## config.mk

```make
export PLATFORM = sky130hd
export DESIGN_NAME = atm_session_timer
export DESIGN_NICKNAME = d
export VERILOG_FILES = /design/src/rtl/atm_pkg.sv /design/src/rtl/atm_session_timer.sv
export SDC_FILE = /design/constraint.sdc
export NUM_CORES = 1
export LEC_CHECK = 0
export CORE_MARGIN = 2
export CORE_UTILIZATION = 51
export DETAILED_ROUTE_END_ITERATION = 6
export GPL_ROUTABILITY_DRIVEN = 0
export PLACE_DENSITY = 0.9
export SLEW_MARGIN = 10
export SYNTH_ARGS = -nofsm -noshare
export SYNTH_HDL_FRONTEND = slang
export SYNTH_SLANG_ARGS = --single-unit
```

## constraint.sdc

```tcl
create_clock -name clk -period 3.1 [get_ports clk]
set_clock_uncertainty 0.2 [all_clocks]
set_input_delay 0.31 -clock clk [delete_from_list [all_inputs] [get_ports clk]]
set_output_delay 0.31 -clock clk [all_outputs]
set_load 0.1 [all_outputs]
```

## src/rtl/atm_pkg.sv

```systemverilog
// Shared definitions for the ATM session timer and counter consumers.
// Holds the timer state enum and the default width/load/warning constants.
package atm_pkg;

    localparam int unsigned ATM_WIDTH        = 8;
    localparam int unsigned ATM_DEFAULT_LOAD = 60;
    localparam int unsigned ATM_WARN_THRESH  = 10;

    typedef enum logic [1:0] {
        S_IDLE    = 2'd0,
        S_RUN     = 2'd1,
        S_PAUSED  = 2'd2,
        S_EXPIRED = 2'd3
    } timer_state_e;

endpackage

```

## src/rtl/atm_session_timer.sv

```systemverilog
// Down-counting session timer: load, start/pause, reload on activity,
// warning window, one-cycle expiry pulse and sticky timed_out level.
// Ports: clk, rst_n (async low), tick/load/load_val/start/pause/activity in;
//        Q (remaining), running, warn, expired, timed_out out (all registered).
module atm_session_timer
    import atm_pkg::*;
#(
    parameter int unsigned WIDTH        = ATM_WIDTH,
    parameter int unsigned DEFAULT_LOAD = ATM_DEFAULT_LOAD,
    parameter int unsigned WARN_THRESH  = ATM_WARN_THRESH
) (
    input  logic             clk,
    input  logic             rst_n,
    input  logic             tick,
    input  logic             load,
    input  logic [WIDTH-1:0] load_val,
    input  logic             start,
    input  logic             pause,
    input  logic             activity,
    output logic [WIDTH-1:0] Q,
    output logic             running,
    output logic             warn,
    output logic             expired,
    output logic             timed_out
);

    localparam logic [WIDTH-1:0] DLOAD = WIDTH'(DEFAULT_LOAD);
    localparam logic [WIDTH-1:0] WTHR  = WIDTH'(WARN_THRESH);
    localparam logic [WIDTH-1:0] ONE   = WIDTH'(1);

    timer_state_e     state;
    timer_state_e     state_n;
    logic [WIDTH-1:0] rel;
    logic [WIDTH-1:0] rel_n;
    logic [WIDTH-1:0] q_n;
    logic             exp_n;
    logic             to_n;
    logic             run_n;
    logic             warn_n;

    always_ff @(posedge clk or negedge rst_n) begin
        if (!rst_n) begin
            state     <= S_IDLE;
            Q         <= '0;
            rel       <= '0;
            running   <= 1'b0;
            warn      <= 1'b0;
            expired   <= 1'b0;
            timed_out <= 1'b0;
        end else begin
            state     <= state_n;
            Q         <= q_n;
            rel       <= rel_n;
            running   <= run_n;
            warn      <= warn_n;
            expired   <= exp_n;
            timed_out <= to_n;
        end
    end

    // Highest asserted event owns the cycle, even if it is a no-op
    // in the current state; lower events are dropped.
    always_comb begin
        state_n = state;
        q_n     = Q;
        rel_n   = rel;
        exp_n   = 1'b0;
        to_n    = timed_out;
        priority case (1'b1)
            load: begin
                q_n     = (load_val == '0) ? DLOAD : load_val;
                rel_n   = q_n;
                state_n = S_IDLE;
                to_n    = 1'b0;
            end
            activity: begin
                if (state == S_RUN || state == S_PAUSED)
                    q_n = rel;
            end
            pause: begin
                if (state == S_RUN)
                    state_n = S_PAUSED;
            end
            start: begin
                if ((state == S_IDLE || state == S_PAUSED) && Q != '0)
                    state_n = S_RUN;
            end
            tick: begin
                if (state == S_RUN) begin
                    q_n = Q - ONE;
                    if (Q == ONE) begin
                        state_n = S_EXPIRED;
                        exp_n   = 1'b1;
                        to_n    = 1'b1;
                    end
                end
            end
            default: ;
        endcase
    end

    // Flags are derived from the next state so they line up with Q.
    always_comb begin
        run_n  = (state_n == S_RUN);
        warn_n = run_n && (q_n != '0) && (q_n <= WTHR);
    end

endmodule

```

Word-level counts from Yosys, hierarchy flattened
Index checks and enable logic that the tools add are counted.
{"block": "word_totals", "input_bits": 15, "ff_bits": 22}
{"block": "classes", "n_eq_ne": 7, "reduce_logical": 13, "addsub": 1, "n_mux": 31, "order_cmp": 1}
{"cell": "two-way mux 8 bit", "n": 8}
{"cell": "two-way mux 2 bit", "n": 9}
{"cell": "nonzero test 8 bit", "n": 2}
{"cell": "two-way mux 1 bit", "n": 14}
{"cell": "equality test 8 x 1 -> 1 bit, second input constant", "n": 1}
{"cell": "<= comparator 8 x 4 -> 1 bit, second input constant", "n": 1}
{"cell": "logical NOT 8 bit", "n": 1}
{"cell": "subtractor 8 x 1 -> 8 bit, second input constant", "n": 1}
{"cell": "inequality test 2 bit, second input constant", "n": 3}
{"cell": "AND reduction 6 bit", "n": 1}
{"cell": "nonzero test 2 bit", "n": 3}
{"cell": "equality test 2 x 1 -> 1 bit, second input constant", "n": 2}
{"cell": "logical AND 1 bit", "n": 3}
{"cell": "equality test 2 bit, second input constant", "n": 1}
{"cell": "logical NOT 2 bit", "n": 1}
{"cell": "logical OR 1 bit", "n": 2}

Longest topological paths before layout
Gate-level depths: netlist (run 1).
{"block": "logic_depth", "depth_word": 11, "ltp_mapped": 9, "mapped_depth_nobuf": 8}

Worst setup path after synthesis (run 1)
No wires, ideal clock.
{"block": "synth_timing", "kind": "flip-flop to flip-flop", "startpoint": "reg Q[1]", "endpoint": "reg warn", "path_stages_with_launch": 9, "required_ns": 2.804, "setup_time_ns": 0.096, "arrival_time_ns": 2.593, "path_buffers": 0, "path_slack_ns": 0.211, "cell_sequence": "dfrtp_1 > inv_1 > ha_1 > or2b_1 > nor4b_4 > nor3_1 > a221o_1 > or3_1 > nor4_2"}
{"element": "start, declared", "line": "atm_session_timer.sv:20", "text": "output logic [WIDTH-1:0] Q,"}
{"element": "start signal, assigned", "line": "atm_session_timer.sv:52", "text": "Q <= q_n;"}
{"element": "subtractor 8 x 1 -> 8 bit (*)", "line": "atm_session_timer.sv:90", "text": "q_n = Q - ONE;"}
{"element": "two-way mux 8 bit (*)", "line": "atm_session_timer.sv:89", "text": "if (state == S_RUN) begin"}
{"element": "two-way mux 8 bit (*) (5 in series)", "line": "atm_session_timer.sv:69", "text": "priority case (1'b1)"}
{"element": "via q_n[6]", "line": "atm_session_timer.sv:35", "text": "logic [WIDTH-1:0] q_n;"}
{"element": "branches (longest 2 deep; another with <= comparator 8 x 4 -> 1 bit)"}
{"element": "logical AND 1 bit (*)", "line": "atm_session_timer.sv:105", "text": "warn_n = run_n && (q_n != '0) && (q_n <= WTHR);"}
{"element": "via warn_n", "line": "atm_session_timer.sv:39", "text": "logic warn_n;"}
{"element": "end signal, assigned", "line": "atm_session_timer.sv:55", "text": "warn <= warn_n;"}
{"element": "end, declared", "line": "atm_session_timer.sv:22", "text": "output logic warn,"}
Mark *: on every way through the listed nets, which the timed path passes.
A chain may end at the register's enable or synchronous reset.

Final worst setup path (run 1)
{"block": "layout_timing", "startpoint": "reg state[1]", "endpoint": "reg warn"}
{"element": "start, declared", "line": "atm_session_timer.sv:31", "text": "timer_state_e state;"}
{"element": "start signal, assigned", "line": "atm_session_timer.sv:51", "text": "state <= state_n;"}
{"element": "equality test 2 x 1 -> 1 bit", "line": "atm_session_timer.sv:77, atm_session_timer.sv:89"}
{"element": "two-way mux 8 bit", "line": "atm_session_timer.sv:89"}
{"element": "two-way mux 8 bit (3 in series)", "line": "atm_session_timer.sv:69"}
{"element": "two-way mux 8 bit (*) (2 in series)", "line": "atm_session_timer.sv:69"}
{"element": "via q_n[6]", "line": "atm_session_timer.sv:35"}
{"element": "branches (longest 2 deep; another with <= comparator 8 x 4 -> 1 bit)"}
{"element": "logical AND 1 bit (*)", "line": "atm_session_timer.sv:105"}
{"element": "via warn_n", "line": "atm_session_timer.sv:39"}
Marked as above.

==> results.json, run 1 <==
{
  "syn_area_mm2": 0.00139,
  "synth_nets": 166,
  "path_max_fanout": 5,
  "clkSinkCount": 22,
  "status": "finished, final reports clean",
  "cts_buffer_depth": 2,
  "clock_latency_ns": 0.32,
  "netSwitchingPower_uw": 328,
  "regToRegStartpoint": "state[1]",
  "cts_setup_buffers": 0,
  "slew_headroom": 0.340,
  "hpwl_um": 2700,
  "synth_edf_count": 0,
  "firstDrtPassIters": 4,
  "avgSynthCellArea_um2": 9.64,
  "worst_pin_slew_ns": 0.987,
  "cts-root-buf": "clkbuf_4",
  "antenna_found_initial": 0,
  "hold_class": "flop to flop",
  "endpoint_kind": "flop",
  "synth_cells": 144,
  "wire_per_inst_um": 17.1,
  "ys_warn_count": 0,
  "viasPerCell": 6.20,
  "grtUsageTotal": 0.232,
  "fin_area_mm2": 0.00170,
  "p_seq_frac": 0.399,
  "finalSetupTns_ns": 0,
  "rows": 18,
  "synthFlopType": "dfrtp_1",
  "die_x_um": 56.2,
  "whs_path_depth": 1,
  "cts_tree": "built",
  "io_pins": 27,
  "r2r-end": "warn",
  "insertedDiodeCount": 0,
  "p_clk_frac": 0.261,
  "finalCritPeriodShare": 0.890,
  "whs_endpoint": "timed_out",
  "swShare": 0.379,
  "placed_cell_area_mm2": 0.00165,
  "fin_nets": 196,
  "slew_viol_final": 0,
  "p_comb_frac": 0.339,
  "drc": 0,
  "antenna_left": 0,
  "drive_gt1_frac": 0.185,
  "hold_start": "timed_out",
  "leakagePower_uw": 0.000766,
  "yosysSeqAreaShare": 0.396,
  "initial_core_util": 0.551,
  "final.min_clock_period_ns": 2.76,
  "first_global_vias": 1260,
  "power_uw": 864,
  "die_h_um": 56.2,
  "power_density_mw_per_mm2": 507,
  "numCtsBuffers": 3,
  "power.internal_uw": 537,
  "synth_cell_types": 52,
  "r2r_slack_ns": 0.34,
  "ys_ff_latch": 22,
  "finalHoldViolCount": 0,
  "grt_pass1_wl_um": 5740,
  "cts_resized": 0,
  "peakVddDrop_mv": 0.502,
  "htree_levels": 1,
  "clk_pin_slew_ns": 0.13,
  "wl_um": 3480,
  "num_vias": 1259,
  "cp-start-kind": "flop",
  "critPathKind": "flop to flop",
  "cts_hold_buf": 0,
  "crit_arrival_ns": 2.80,
  "port_buffers": 26,
  "cp.required_ns": 3.14,
  "die-area_mm2": 0.00316,
  "grt_max_degree": 23,
  "rsz0062_at_grt": "no",
  "first_iter_violations": 76,
  "timing.fmax_mhz": 362,
  "overflow": 0,
  "area_growth_pct": 22.7,
  "maxCapViolCount": 0,
  "core_mm2": 0.00252,
  "rr_worst_depth": 8,
  "async_flop_share": 1.00,
  "setup-violations-final": 0
}
## power by group through the flow
stage          registers (µW)  logic (µW)  clock network (µW)
2_1_floorplan             448         105                   0
3_3_place_gp              349         284                   0
3_5_place_dp              350         292                   0
4_1_cts                   344         293                 230
5_1_grt                   349         314                 240
6_report                  345         293                 226
## critical path: stages, from the launching register on
cell       delay, ns
dfrtp_1         0.45
inv_1           0.12
ha_1            0.20
nand4bb_1       0.24
nor4b_4         0.38
nor3_1          0.11
a221o_1         0.30
or3_1           0.43
nor4_2          0.26
## worst max-delay path by stage
stage             start   end  slack (ns)  cells past startpoint
6_report       state[1]  warn        0.34                      8
5_1_grt        state[1]  warn        0.21                      8
4_1_cts        state[1]  warn        0.36                      8
3_5_place_dp      pause  warn        0.19                      7
3_3_place_gp      pause  warn        0.30                      8
2_1_floorplan      Q[1]  warn        0.21                      8
## through the flow
stage	worst slack (ns)	utilization	std cells	hold slack [ns]
after floorplan	0.211	-	144	-0.186
after global placement	0.299	0.655	199	0.266
after detailed placement	0.189	0.655	199	0.271
after CTS	0.355	0.676	203	0.299
after global routing	0.210	0.676	203	0.315
final	0.340	0.676	203	0.292
## synth_stat cells, types with 2 or more instances
library cell  instances  share of area
dfrtp_1              22           0.40
nor2_1               17          0.046
inv_1                10          0.027
ha_1                  7          0.063
nor3_1                7          0.025
o21ai_0               7          0.025
nand2_1               5          0.014
a211oi_1              4          0.022
mux2i_1               4          0.029
a21o_1                3          0.016
a31oi_1               3          0.014
nor4_1                3          0.014
a21oi_1               2         0.0072
a311oi_1              2          0.013
and3_1                2         0.0090
buf_6                 2          0.016
clkbuf_1              2         0.0054
mux2_2                2          0.016
nand2b_1              2         0.0090
nand3_1               2         0.0072
nand4_1               2         0.0090
nor2b_1               2         0.0090
nor4b_1               2          0.013
xnor2_1               2          0.013
## cell usage in the layout, fill, tap and decap left out, drive strengths merged, types with 3 or more instances in the layout
master	netlist	final
a211oi	4	4
a21o	3	3
a31oi	3	3
buf	3	16
clkbuf	2	3
clkdlybuf4s50	0	14
dfrtp	22	22
ha	7	7
inv	10	10
mux2i	4	4
nand2	5	5
nor2	17	17
nor3	8	8
nor4	4	4
nor4b	3	3
o21ai	7	7
## sequential cells by signal, summed over array words and instances, names as in the netlist
register,flops
Q,8
warn,1
expired,1
running,1
timed_out,1
rel,8
state,2
## metal layers
layer  vias up  part of all wire  global-route usage
met3        11             0.076              0.0372
met2        60              0.51               0.415
met4         0             0.026              0.0748
met1       595              0.39               0.283
li1        593                 -                   -
met5         -                 0                   0
## cell families (layout without fill, tap and decap cells)
family                     count (synthesis)  in the layout  share of synthesized area
adders and majority gates                  7              7                     0.0631
buffers and inverters                     15             44                     0.0523
DFF                                       22             22                      0.396
AOI/OAI and AO/OA                         33             33                      0.172
xor gates and xnor gates                   2              2                     0.0126
muxes                                      6              6                     0.0450
and+or+nand+nor                           59             59                      0.259
## area by class of cell
| class | count | area [µm²] |
|---|---|---|
| inverters | 10 | 37.5 |
| clock buffers | 3 | 22.5 |
| well taps | 30 | 37.5 |
| multi-input cells | 107 | 766 |
| flip-flops and latches | 22 | 551 |
| fillers | 200 | 818 |
| clock inverters | 1 | 30.0 |
| repair buffers | 30 | 260 |
Power figures use the tool's default switching activity.
==> run 2: changes to the inputs <==
- CORE_UTILIZATION: 51 -> 53
- CTS_BUF_LIST: not set -> sky130_fd_sc_hd__clkbuf_8
- PLACE_DENSITY: 0.9 -> 0.92
==> results.json, run 2 (synthesized netlist as in run 1, its figures left out) <==
{
  "viasPerCell": 6.21,
  "num_vias": 1267,
  "io_pins": 27,
  "r2r-end": "warn",
  "fin_cells": 204,
  "final_cell_mix": "22 x dfrtp_1, 17 x nor2_1, 17 x buf_4",
  "port_buffers": 26,
  "whs_path_depth": 1,
  "hold_class": "flop to flop",
  "reg.largest.list": "Q: 8 flops, rel: 8 flops, state: 2 flops",
  "grt_pass1_wl_um": 5640,
  "top_layer": "met4",
  "wire_per_inst_um": 17.7,
  "cts_hold_buf": 0,
  "htree_levels": 1,
  "insertedDiodeCount": 0,
  "cts_setup_buffers": 0,
  "dp.cells": 200,
  "overflow": 0,
  "die_x_um": 55.2,
  "status": "finished, final reports clean",
  "drc": 0,
  "slew_viol_final": 0,
  "numCtsBuffers": 3,
  "leakagePower_uw": 0.000779,
  "cp-start-kind": "flop",
  "finalSetupTns_ns": 0,
  "timing.fmax_mhz": 369,
  "maxCapViolCount": 0,
  "slew_headroom": 0.328,
  "clk_pin_slew_ns": 0.08,
  "area_growth_pct": 24.6,
  "die_h_um": 55.2,
  "antenna_found_initial": 0,
  "finalHoldViolCount": 0,
  "whs_endpoint": "timed_out",
  "first_iter_violations": 74,
  "first_global_vias": 1242,
  "cts_tree": "built",
  "hpwl_um": 2670,
  "wl_met1_um": 1500,
  "wl_um": 3610,
  "cts-root-buf": "clkbuf_8",
  "crit_arrival_ns": 2.67,
  "r2r_slack_ns": 0.39,
  "fin_nets": 197,
  "worst_pin_slew_ns": 1.00,
  "rr_worst_depth": 9,
  "power_density_mw_per_mm2": 530,
  "initial_core_util": 0.561,
  "regToRegStartpoint": "state[1]",
  "core_mm2": 0.00248,
  "cts_resized": 0,
  "drive_gt1_frac": 0.190,
  "final.min_clock_period_ns": 2.71,
  "peakVddDrop_mv": 0.416,
  "antenna_left": 0,
  "grtUsageTotal": 0.268,
  "clock_latency_ns": 0.27,
  "firstDrtPassIters": 5,
  "hold_start": "timed_out",
  "met3_length_um": 247,
  "grt_max_degree": 23,
  "critPathKind": "flop to flop",
  "wl_met2_um": 1750,
  "cts_buffer_depth": 2,
  "die-area_mm2": 0.00305,
  "finalCritPeriodShare": 0.874,
  "path_max_fanout": 6,
  "rsz0062_at_grt": "no",
  "endpoint_kind": "flop",
  "mostFrequentLayoutCell": "dfrtp_1",
  "cp.required_ns": 3.05,
  "rows": 18,
  "clkSinkCount": 22,
  "setup-violations-final": 0
}
-- run 2: cell count changes in the layout (fill, tap and decap cells not counted) --
cell,delta
clkbuf_8,+3
clkbuf_4,-3
buf_4,+1
-- run 2: final cells by class --
class / count / area, µm²
repair buffers: 31 / 268
multi-input cells: 107 / 766
flip-flops and latches: 22 / 551
well taps: 30 / 37.5
inverters: 10 / 37.5
clock buffers: 3 / 41.3
fillers: 186 / 747
clock inverters: 1 / 30.0
-- run 2: critical path: stages (launching register included) --
cell,delay (ns)
dfrtp_1,0.44
inv_1,0.12
ha_1,0.19
nand4bb_1,0.23
buf_4,0.24
nor4b_1,0.46
nor4_1,0.10
a31o_2,0.24
o31ai_1,0.27
nor4_2,0.08
-- run 2: worst max-delay path by stage --
stage                     depth (start not counted)    to      from  slack [ns]
after floorplan                                   8  warn      Q[1]        0.21
after global placement                            8  warn     pause        0.30
after detailed placement                          8  warn     pause        0.19
after CTS                                         9  warn  state[1]        0.41
after global routing                              9  warn  state[1]        0.25
final                                             9  warn  state[1]        0.39
-- run 2: power breakdown --
group | internal, µW | switching [µW]
Combinational | 93.9 | 202
Sequential | 312 | 34.9
Clock | 173 | 102
Total | 579 | 338
-- run 2: metal layers --
metal | track usage | vias up
li1 | - | 592
met1 | 0.340 | 589
met2 | 0.458 | 65
met3 | 0.0349 | 21
met4 | 0.114 | 0
met5 | 0 | -
-- run 2: stage by stage --
step           utilization  cell area, µm²  total power [µW]  hold WS, ns  setup slack [ns]
5_1_grt              0.698            1730               955        0.332             0.246
6_report             0.698            1730               917        0.287             0.389
3_5_place_dp         0.670            1660               642        0.270             0.189
3_3_place_gp         0.670            1660               634        0.266             0.301
2_1_floorplan            -            1390               553       -0.186             0.211
4_1_cts              0.698            1730               916        0.289             0.407
==> run 3: changes to the inputs <==
- MAX_ROUTING_LAYER: not set -> met4
==> results.json, run 3 (synthesized netlist as in run 1, its figures left out) <==
{
  "cp.required_ns": 3.05,
  "drc": 0,
  "fin_nets": 197,
  "rr_worst_depth": 9,
  "die_h_um": 55.2,
  "port_buffers": 26,
  "clk_pin_slew_ns": 0.09,
  "power_density_mw_per_mm2": 531,
  "final_cell_mix": "22 x dfrtp_1, 17 x nor2_1, 17 x buf_4",
  "rsz0062_at_grt": "no",
  "peakVddDrop_mv": 0.415,
  "clock_latency_ns": 0.27,
  "seq_area_um2": 551,
  "rows": 18,
  "core_mm2": 0.00248,
  "path_max_fanout": 6,
  "cts_resized": 0,
  "viasPerCell": 6.16,
  "fin_cells": 204,
  "area_growth_pct": 24.6,
  "die_x_um": 55.2,
  "cts_tree": "built",
  "critPathKind": "flop to flop",
  "num_vias": 1256,
  "setup-violations-final": 0,
  "grt_pass1_wl_um": 5640,
  "status": "finished, final reports clean",
  "cts_setup_buffers": 0,
  "slew_headroom": 0.329,
  "hpwl_um": 2670,
  "finalHoldViolCount": 0,
  "insertedDiodeCount": 0,
  "hold_slack_ns": 0.287,
  "cp-startpoint": "state[1]",
  "cp-start-kind": "flop",
  "clkSinkCount": 22,
  "cts-root-buf": "clkbuf_8",
  "grtUsageTotal": 0.276,
  "dp.cells": 200,
  "cts_buffer_depth": 2,
  "htree_levels": 1,
  "wire_per_inst_um": 17.7,
  "finalSetupTns_ns": 0,
  "cp-endpoint": "warn",
  "final.min_clock_period_ns": 2.72,
  "endpoint_kind": "flop",
  "drive_gt1_frac": 0.190,
  "leakagePower_uw": 0.000779,
  "r2r-end": "warn",
  "overflow": 0,
  "die-area_mm2": 0.00305,
  "firstDrtPassIters": 4,
  "wl_um": 3610,
  "cts_hold_buf": 0,
  "maxCapViolCount": 0,
  "slew_viol_final": 0,
  "r2r_slack_ns": 0.38,
  "fillCellCount": 186,
  "io_pins": 27,
  "mostFrequentLayoutCell": "dfrtp_1",
  "timing.fmax_mhz": 368,
  "reg.largest.list": "Q: 8 flops, rel: 8 flops, state: 2 flops",
  "numCtsBuffers": 3,
  "regToRegStartpoint": "state[1]",
  "worst_pin_slew_ns": 1.00,
  "first_global_vias": 1246,
  "antenna_found_initial": 0,
  "grt_max_degree": 23,
  "initial_core_util": 0.561,
  "hold_class": "flop to flop",
  "final_util": 0.698,
  "first_iter_violations": 59,
  "crit_arrival_ns": 2.67,
  "multi_input_area_um2": 766,
  "finalCritPeriodShare": 0.877,
  "antenna_left": 0
}
## run 3: cell counts in the layout (fill, tap and decap cells not counted)
Identical to the previous run, type by type.
## run 3: layer usage
| layer | share of wire | track usage |
|---|---|---|
| met5 | 0 | - |
| met2 | 0.49 | 0.458 |
| met1 | 0.42 | 0.340 |
| met3 | 0.063 | 0.0349 |
| met4 | 0.025 | 0.114 |
## run 3: area by class of cell
| type | instances | share of cell area |
|---|---|---|
| multi-input cells | 107 | 0.443 |
| flip-flops and latches | 22 | 0.318 |
| repair buffers | 31 | 0.155 |
| clock buffers | 3 | 0.0239 |
| inverters | 10 | 0.0217 |
| well taps | 30 | 0.0217 |
| clock inverters | 1 | 0.0174 |
## run 3: power breakdown
part,internal (µW),switching (µW)
Clock,173,103
Combinational,93.9,201
Sequential,312,35.0
Total,579,340
## run 3: worst min path at each step
stage,startpoint,to,slack [ns],cells past startpoint
global placement,timed_out,timed_out,0.27,1
finish,timed_out,timed_out,0.29,1
detailed placement,timed_out,timed_out,0.27,1
global route,timed_out,timed_out,0.33,1
CTS,timed_out,timed_out,0.29,1
floorplan,rst_n,Q[0],-0.19,0
## run 3: metrics by stage
step                      instance area, µm²  total power [µW]  setup WS, ns
final                                   1730               919         0.381
after floorplan                         1390               553         0.211
after global placement                  1660               634         0.301
after CTS                               1730               916         0.407
after global routing                    1730               955         0.246
after detailed placement                1660               642         0.189
## run 3: worst max-delay path, cell delays in order, from the launching register on
cell and delay [ns]:
dfrtp_1 0.44, inv_1 0.12, ha_1 0.19, nand4bb_1 0.23, buf_4 0.24, nor4b_1 0.46
nor4_1 0.10, a31o_2 0.24, o31ai_1 0.27, nor4_2 0.08
